**src/rtl/pipeline_types.sv**
```systemverilog
// Shared types for the LED-chain pipeline: decoder-to-controller bit stream,
// controller-to-reshaper strobe and the pixel forwarding controller state.
package pipeline_types;

    typedef struct packed {
        logic valid;
        logic treset;
        logic decoded_bit;
    } shift_reg_t;

    typedef struct packed {
        logic enable;
        logic decoded_bit;
    } reshaper_t;

    typedef enum logic [0:0] {
        ST_CAPTURE = 1'b0,
        ST_FORWARD = 1'b1
    } fwd_state_t;

    localparam reshaper_t RESET_VALUES_RESHAPER = '{enable: 1'b0, decoded_bit: 1'b0};

endpackage

```
**src/rtl/pixel_forward_ctrl.sv**
```systemverilog
// Captures the first BITS_PER_PIXEL bits after each line reset as this node's
// pixel, forwards all later bits to the reshaper, and latches the pixel on reset.
module pixel_forward_ctrl
    import pipeline_types::*;
#(
    parameter int BITS_PER_PIXEL = 24,
    parameter int FWD_CNT_W      = 16
) (
    input  logic                      clk,
    input  logic                      rst_n,
    input  shift_reg_t                i_bit,
    output reshaper_t                 o_reshaper,
    output logic [BITS_PER_PIXEL-1:0] o_pixel,
    output logic                      o_pixel_valid,
    output logic                      o_forwarding,
    output logic [FWD_CNT_W-1:0]      o_fwd_count
);

    localparam int                CNT_W    = $clog2(BITS_PER_PIXEL + 1);
    localparam logic [CNT_W-1:0]  FULL_CNT = CNT_W'(BITS_PER_PIXEL);
    localparam logic [FWD_CNT_W-1:0] SAT_CNT = {FWD_CNT_W{1'b1}};

    fwd_state_t                state_r;
    fwd_state_t                state_nxt_s;
    logic [BITS_PER_PIXEL-1:0] cap_r;
    logic [CNT_W-1:0]          bit_cnt_r;
    logic                      capture_s;
    logic                      forward_s;
    logic                      full_s;

    // Next-state and strobe decode; a line reset overrides any bit in the same cycle.
    always_comb begin
        state_nxt_s = state_r;
        capture_s   = 1'b0;
        forward_s   = 1'b0;
        full_s      = (bit_cnt_r == FULL_CNT);
        if (i_bit.treset) begin
            state_nxt_s = ST_CAPTURE;
        end else if (i_bit.valid) begin
            case (state_r)
                ST_CAPTURE: begin
                    capture_s = 1'b1;
                    if (bit_cnt_r == (FULL_CNT - CNT_W'(1))) begin
                        state_nxt_s = ST_FORWARD;
                    end else begin
                        state_nxt_s = ST_CAPTURE;
                    end
                end
                ST_FORWARD: begin
                    forward_s = 1'b1;
                end
                default: begin
                    state_nxt_s = ST_CAPTURE;
                end
            endcase
        end else begin
            state_nxt_s = state_r;
        end
    end

    // FSM state with its registered forwarding flag and reshaper strobe.
    always_ff @(posedge clk or negedge rst_n) begin
        if (!rst_n) begin
            state_r      <= ST_CAPTURE;
            o_forwarding <= 1'b0;
            o_reshaper   <= RESET_VALUES_RESHAPER;
        end else begin
            state_r                <= state_nxt_s;
            o_forwarding           <= (state_nxt_s == ST_FORWARD);
            o_reshaper.enable      <= forward_s;
            o_reshaper.decoded_bit <= forward_s ? i_bit.decoded_bit : 1'b0;
        end
    end

    // Capture shift register, MSB of the pixel arrives first.
    always_ff @(posedge clk or negedge rst_n) begin
        if (!rst_n) begin
            cap_r <= '0;
        end else if (i_bit.treset) begin
            cap_r <= '0;
        end else if (capture_s) begin
            cap_r <= {cap_r[BITS_PER_PIXEL-2:0], i_bit.decoded_bit};
        end else begin
            cap_r <= cap_r;
        end
    end

    // Captured-bit counter; stays at full while forwarding.
    always_ff @(posedge clk or negedge rst_n) begin
        if (!rst_n) begin
            bit_cnt_r <= '0;
        end else if (i_bit.treset) begin
            bit_cnt_r <= '0;
        end else if (capture_s) begin
            bit_cnt_r <= bit_cnt_r + CNT_W'(1);
        end else begin
            bit_cnt_r <= bit_cnt_r;
        end
    end

    // Saturating debug count of forwarded bits.
    always_ff @(posedge clk or negedge rst_n) begin
        if (!rst_n) begin
            o_fwd_count <= '0;
        end else if (i_bit.treset) begin
            o_fwd_count <= '0;
        end else if (forward_s && (o_fwd_count != SAT_CNT)) begin
            o_fwd_count <= o_fwd_count + FWD_CNT_W'(1);
        end else begin
            o_fwd_count <= o_fwd_count;
        end
    end

    // Displayed pixel updates only on a line reset that follows a full capture.
    always_ff @(posedge clk or negedge rst_n) begin
        if (!rst_n) begin
            o_pixel       <= '0;
            o_pixel_valid <= 1'b0;
        end else if (i_bit.treset && full_s) begin
            o_pixel       <= cap_r;
            o_pixel_valid <= 1'b1;
        end else begin
            o_pixel       <= o_pixel;
            o_pixel_valid <= 1'b0;
        end
    end

endmodule

```
**config.mk**
```make
export PLATFORM = sky130hd
export DESIGN_NAME = pixel_forward_ctrl
export DESIGN_NICKNAME = d
export VERILOG_FILES = /design/src/rtl/pipeline_types.sv /design/src/rtl/pixel_forward_ctrl.sv
export SDC_FILE = /design/constraint.sdc
export NUM_CORES = 1
export LEC_CHECK = 0
export ABC_AREA = 1
export CAP_MARGIN = 0
export CORE_MARGIN = 2
export CORE_UTILIZATION = 48
export CTS_CLUSTER_DIAMETER = 200
export CTS_CLUSTER_SIZE = 28
export DETAILED_ROUTE_END_ITERATION = 16
export GPL_ROUTABILITY_DRIVEN = 1
export PLACE_DENSITY = 0.79
export SKIP_LAST_GASP = 1
export SLEW_MARGIN = 0
export SYNTH_ARGS = -nofsm -noshare
export SYNTH_HDL_FRONTEND = slang
export SYNTH_SLANG_ARGS = --single-unit
```
**constraint.sdc**
```tcl
create_clock -name clk -period 1.4 [get_ports clk]
set_input_delay 0.21 -clock clk [delete_from_list [all_inputs] [get_ports clk]]
set_output_delay 0.21 -clock clk [all_outputs]
set_load 0.05 [all_outputs]
```
* Word level (Yosys, flattened, before mapping)
Index checks and enable logic that the tools add are counted. W data, S select, Z words.
Word-level totals: bits in registers 73, word-level logic and storage cells 36, input bits 5, output and inout bits 44
Operators by class: mux-type cells 18, reduce and logical (&&, ||, !) cells 5, eq/ne operators 3, $add $sub $neg 2
Operator list (number):
- $mux W24 | 2
- $mux W16 | 2
- $add A16 B1 Y16 const B | 1
- $ne A16 B16 Y1 const B | 1
- $mux W1 | 12
- $eq A5 B5 Y1 const B | 2
- $mux W5 | 2
- $reduce_bool A2 Y1 | 3
- $add A5 B1 Y5 const B | 1
- $logic_and A1 B1 Y1 | 2

* Longest topological paths before layout
depth after elaboration 6, mapped depth 9

* Worst setup path before layout
OpenSTA, ideal clock, no wires.
path type register -> register, start point reg o_fwd_count[1], end point reg o_fwd_count[2], required time 1.281 ns, library setup time 0.119 ns, cell stages (with the launch flop) 10, arrival time 1.724 ns, setup slack -0.443 ns, period minus slack after synthesis 1.843 ns, cell sequence dfrtp_1 > ha_1 > nand2_1 > nor2_4 > nand2_4 > nor2_1 > nor2_2 > buf_6 > nand3_1 > nand2_1
On the way: word-level cells in the longest chain between the ends 3, elaborated cells between the ends (all ways) 6, those cells by class 1 x add/sub; 1 x eq/ne; 2 x mux; 2 x reduce/logical
Ends and longest elaborated chain:
- from (decl) | RTL line pixel_forward_ctrl.sv:16 | output logic [FWD_CNT_W-1:0] o_fwd_count
- from (signal assigned) | RTL line pixel_forward_ctrl.sv:108 | o_fwd_count <= o_fwd_count + FWD_CNT_W'(1);
- from (signal assigned) | RTL line pixel_forward_ctrl.sv:110 | o_fwd_count <= o_fwd_count;
- $add A16 B1 Y16 or $ne A16 B16 Y1 (tied branches) | RTL line pixel_forward_ctrl.sv:108, pixel_forward_ctrl.sv:107
- $mux W16 or $logic_and A1 B1 Y1 (tied branches) | RTL line pixel_forward_ctrl.sv:107 | end else if (forward_s && (o_fwd_count != SAT_CNT)) begin
- $mux W16 or $reduce_bool A2 Y1 (tied branches)
Parallel ways exist; a longest one is shown, timed or not. The select of a mux whose other input is x is not followed. A chain may end at the register's enable or synchronous reset.

* Final worst setup path
start point reg o_fwd_count[1], end point reg o_fwd_count[5]
The elaborated chain is that of the path after synthesis.

==> impl_metrics.json <==
{
  "fmax_mhz": 709,
  "grt_max_degree": 44,
  "diodes": 0,
  "numClockSinks": 73,
  "dp_cells": 531,
  "slowest_stage": "dfrtp_2",
  "cts_tree": "yes",
  "wire_per_inst_um": 16.1,
  "power_leakage_uw": 0.00226,
  "design.core.area_um2": 6680,
  "max_slew_margin": 0.733,
  "drcViolationCount": 0,
  "hold_viol_final": 0,
  "fillers": 399,
  "final.period_utilization": 1.01,
  "place_area_um2": 4610,
  "seq_area_frac_synth": 0.561,
  "track_usage": 0.252,
  "synth_cells": 381,
  "crit_fanout": 16,
  "peakVddDrop_mv": 0.585,
  "clk_pin_slew_worst_paths_ns": 0.08,
  "crit_arrival_ns": 1.69,
  "drt-initial-drc-count": 307,
  "worstSetupStartpointType": "flop",
  "grt_pass1_vias": 3033,
  "crit_family": "simple AND/OR/NAND/NOR gates",
  "area_growth_pct": 55.8,
  "regArea_um2": 1840,
  "cts_max_level": 3,
  "path_cells": "ha_4, nand2_4, nor2_4, nand2_4, nor2_2, nor2_2, buf_12, nand3_1, nand2_1",
  "antenna_left": 0,
  "cts_made_buffers": 9,
  "ys_seq_elements": 73,
  "num_io_pins": 49,
  "cts_root_buffer": "clkbuf_8",
  "hold_ws_ns": 0.321,
  "cp_slowest_stage_delay_ns": 0.43,
  "synth_flop_cell": "dfrtp_1",
  "setup_violations": 3,
  "cp_num_buf_inv": 1,
  "first_pass_iters": 5,
  "viasPerCell": 5.59,
  "antenna_found_initial": 0,
  "outcome": "finished with violations",
  "rows": 30,
  "postLayoutSetupSlackWorst_ns": -0.0108,
  "pre_cts_slack_ns": -0.192,
  "synth-edff-count": 0,
  "dp_hpwl_um": 5430,
  "fp.dieArea_um2": 7450,
  "final_area_um2": 5070,
  "hp-class": "in2async",
  "syn_avg_cell_area_um2": 8.54,
  "async_reset_ff_frac": 1.00,
  "insertion_delay_ns": 0.35,
  "grt_pass1_wl_um": 14500,
  "start_util": 0.487,
  "fin_nets": 478,
  "cp-end-kind": "flop",
  "drv_cap": 0,
  "io_buffers": 48,
  "final_max_slew_viol_count": 0,
  "die_y_um": 86.3,
  "post-route-util": 0.759,
  "period_minus_slack_ns": 1.41,
  "vias": 3102,
  "synth_nets": 389,
  "grt-ovfl-total": 0,
  "critical_path_class": "reg2reg",
  "rsz0062_at_grt": "true",
  "multi_input_area_um2": 1360,
  "final_cells": 555,
  "violations": "negative setup slack",
  "yosysUniqueCellTypes": 25,
  "cp.required_ns": 1.68,
  "worstMarginPinSlew_ns": 0.400,
  "clk_path_buf_depth": 2,
  "gp_congestion": 0.880,
  "ys.warnings.count": 0,
  "finClkSkew_ns": 0.0100,
  "pwr_density_cell_nw_per_um2": 798,
  "fp.dieW_um": 86.3,
  "drt_wl_total_um": 8910,
  "drive_above_1_share": 0.362,
  "syn_area_um2": 3250
}
## worst reg2reg max path, delay by kind of cell (launching register included)
kind,cells,cell delay [ns]
flip-flops,1,0.43
AND/OR/NAND/NOR,7,0.57
buffers and inverters,1,0.17
adder cells (fa/ha/maj),1,0.18
## cell families after synthesis
logic type / share of synthesized area
and+or+nand+nor: 0.248
DFF: 0.561
buffers and inverters: 0.0807
AOI/OAI and AO/OA: 0.0961
adders and majority gates: 0.0115
xor gates and xnor gates: 0.00269
## final timing paths
check,start,to,slack [ns],cells after the start
worst max-delay path,o_fwd_count[1]$_DFFE_PN0P_,o_fwd_count[5]$_DFFE_PN0P_,-0.01,9
worst min-delay path,rst_n,cap_r[16]$_DFFE_PN0P_,0.32,2
worst max register to register,o_fwd_count[1]$_DFFE_PN0P_,o_fwd_count[5]$_DFFE_PN0P_,-0.01,9
worst min register to register,cap_r[20]$_DFFE_PN0P_,cap_r[21]$_DFFE_PN0P_,0.52,2
max in group asynchronous,rst_n,o_fwd_count[9]$_DFFE_PN0P_,0.49,3
min in group clk,i_bit[0],o_reshaper[0]$_DFF_PN0_,0.43,3
## power breakdown
part	leakage [uW]	switching [uW]	internal, uW
logic	0.00116	131	74.8
clock network	0.000100	832	885
registers	0.000996	7.38	2110
total	0.00226	970	3070
## cell usage in the layout (no fill, tap or decap), drive strengths merged
master          n
clkdlybuf4s50   3
dlygate4sd3     1
clkinv          2
nor3            2
nor2           26
o211ai          1
nand4           5
o21bai          2
xnor2           1
a41oi           1
clkinvlp        1
nand3          62
a21oi           2
o21ai          52
clkbuf         11
ha              3
buf            91
nand2          85
inv            48
or2             2
bufinv          1
dfrtp          73
## metal layers
layer | part of all wire | wire length (um) | up-vias | global-route usage
li1 | - | - | 1415 | -
met1 | 0.40 | 3560 | 1535 | 0.326
met2 | 0.52 | 4630 | 130 | 0.408
met3 | 0.053 | 475 | 22 | 0.0390
met4 | 0.027 | 244 | 0 | 0.136
met5 | 0 | 0 | - | 0
## sequential cells by signal, summed over array words and instances, names as in the netlist
register,flops
cap_r,24
state_r,1
o_pixel,24
o_fwd_count,16
o_reshaper,2
o_pixel_valid,1
bit_cnt_r,5
## through the flow
step / TNS, ns / power (uW)
2_1_floorplan: -2.20 / 2220
3_3_place_gp: -4.64 / 2320
3_5_place_dp: -7.63 / 2330
4_1_cts: -0.0813 / 4050
5_1_grt: -1.40 / 4170
6_report: -0.0166 / 4040
## area by class of cell
cell class,count,area share
Timing Repair Buffer,95,0.274
Tap cell,80,0.0197
Multi-Input combinational cell,244,0.267
Sequential cell,73,0.364
Clock buffer,11,0.0279
Inverter,47,0.0348
Clock inverter,5,0.0126
## cell usage after synthesis (3+ instances only)
master	number	area, um^2
ha_1	3	37.5
o21ai_0	24	120
nor2_1	23	86.3
clkbuf_1	7	26.3
buf_2	6	30.0
nand4_1	5	31.3
o21ai_1	27	135
inv_1	45	169
nand2_1	84	315
dfrtp_1	73	1830
nand3_1	62	310
## timing repair
| action | 4_1_cts | 5_1_grt |
|---|---|---|
| hold endpoints to repair | 15 | 0 |
| gates resized for setup | 23 | 38 |
| hold buffers | 1 | 0 |
| setup endpoints to repair | 36 | 41 |
| pin swaps | 4 | 8 |
| cloned | 2 | 0 |
| buffers inserted | 9 | 0 |
Power figures use the tool's default switching activity.
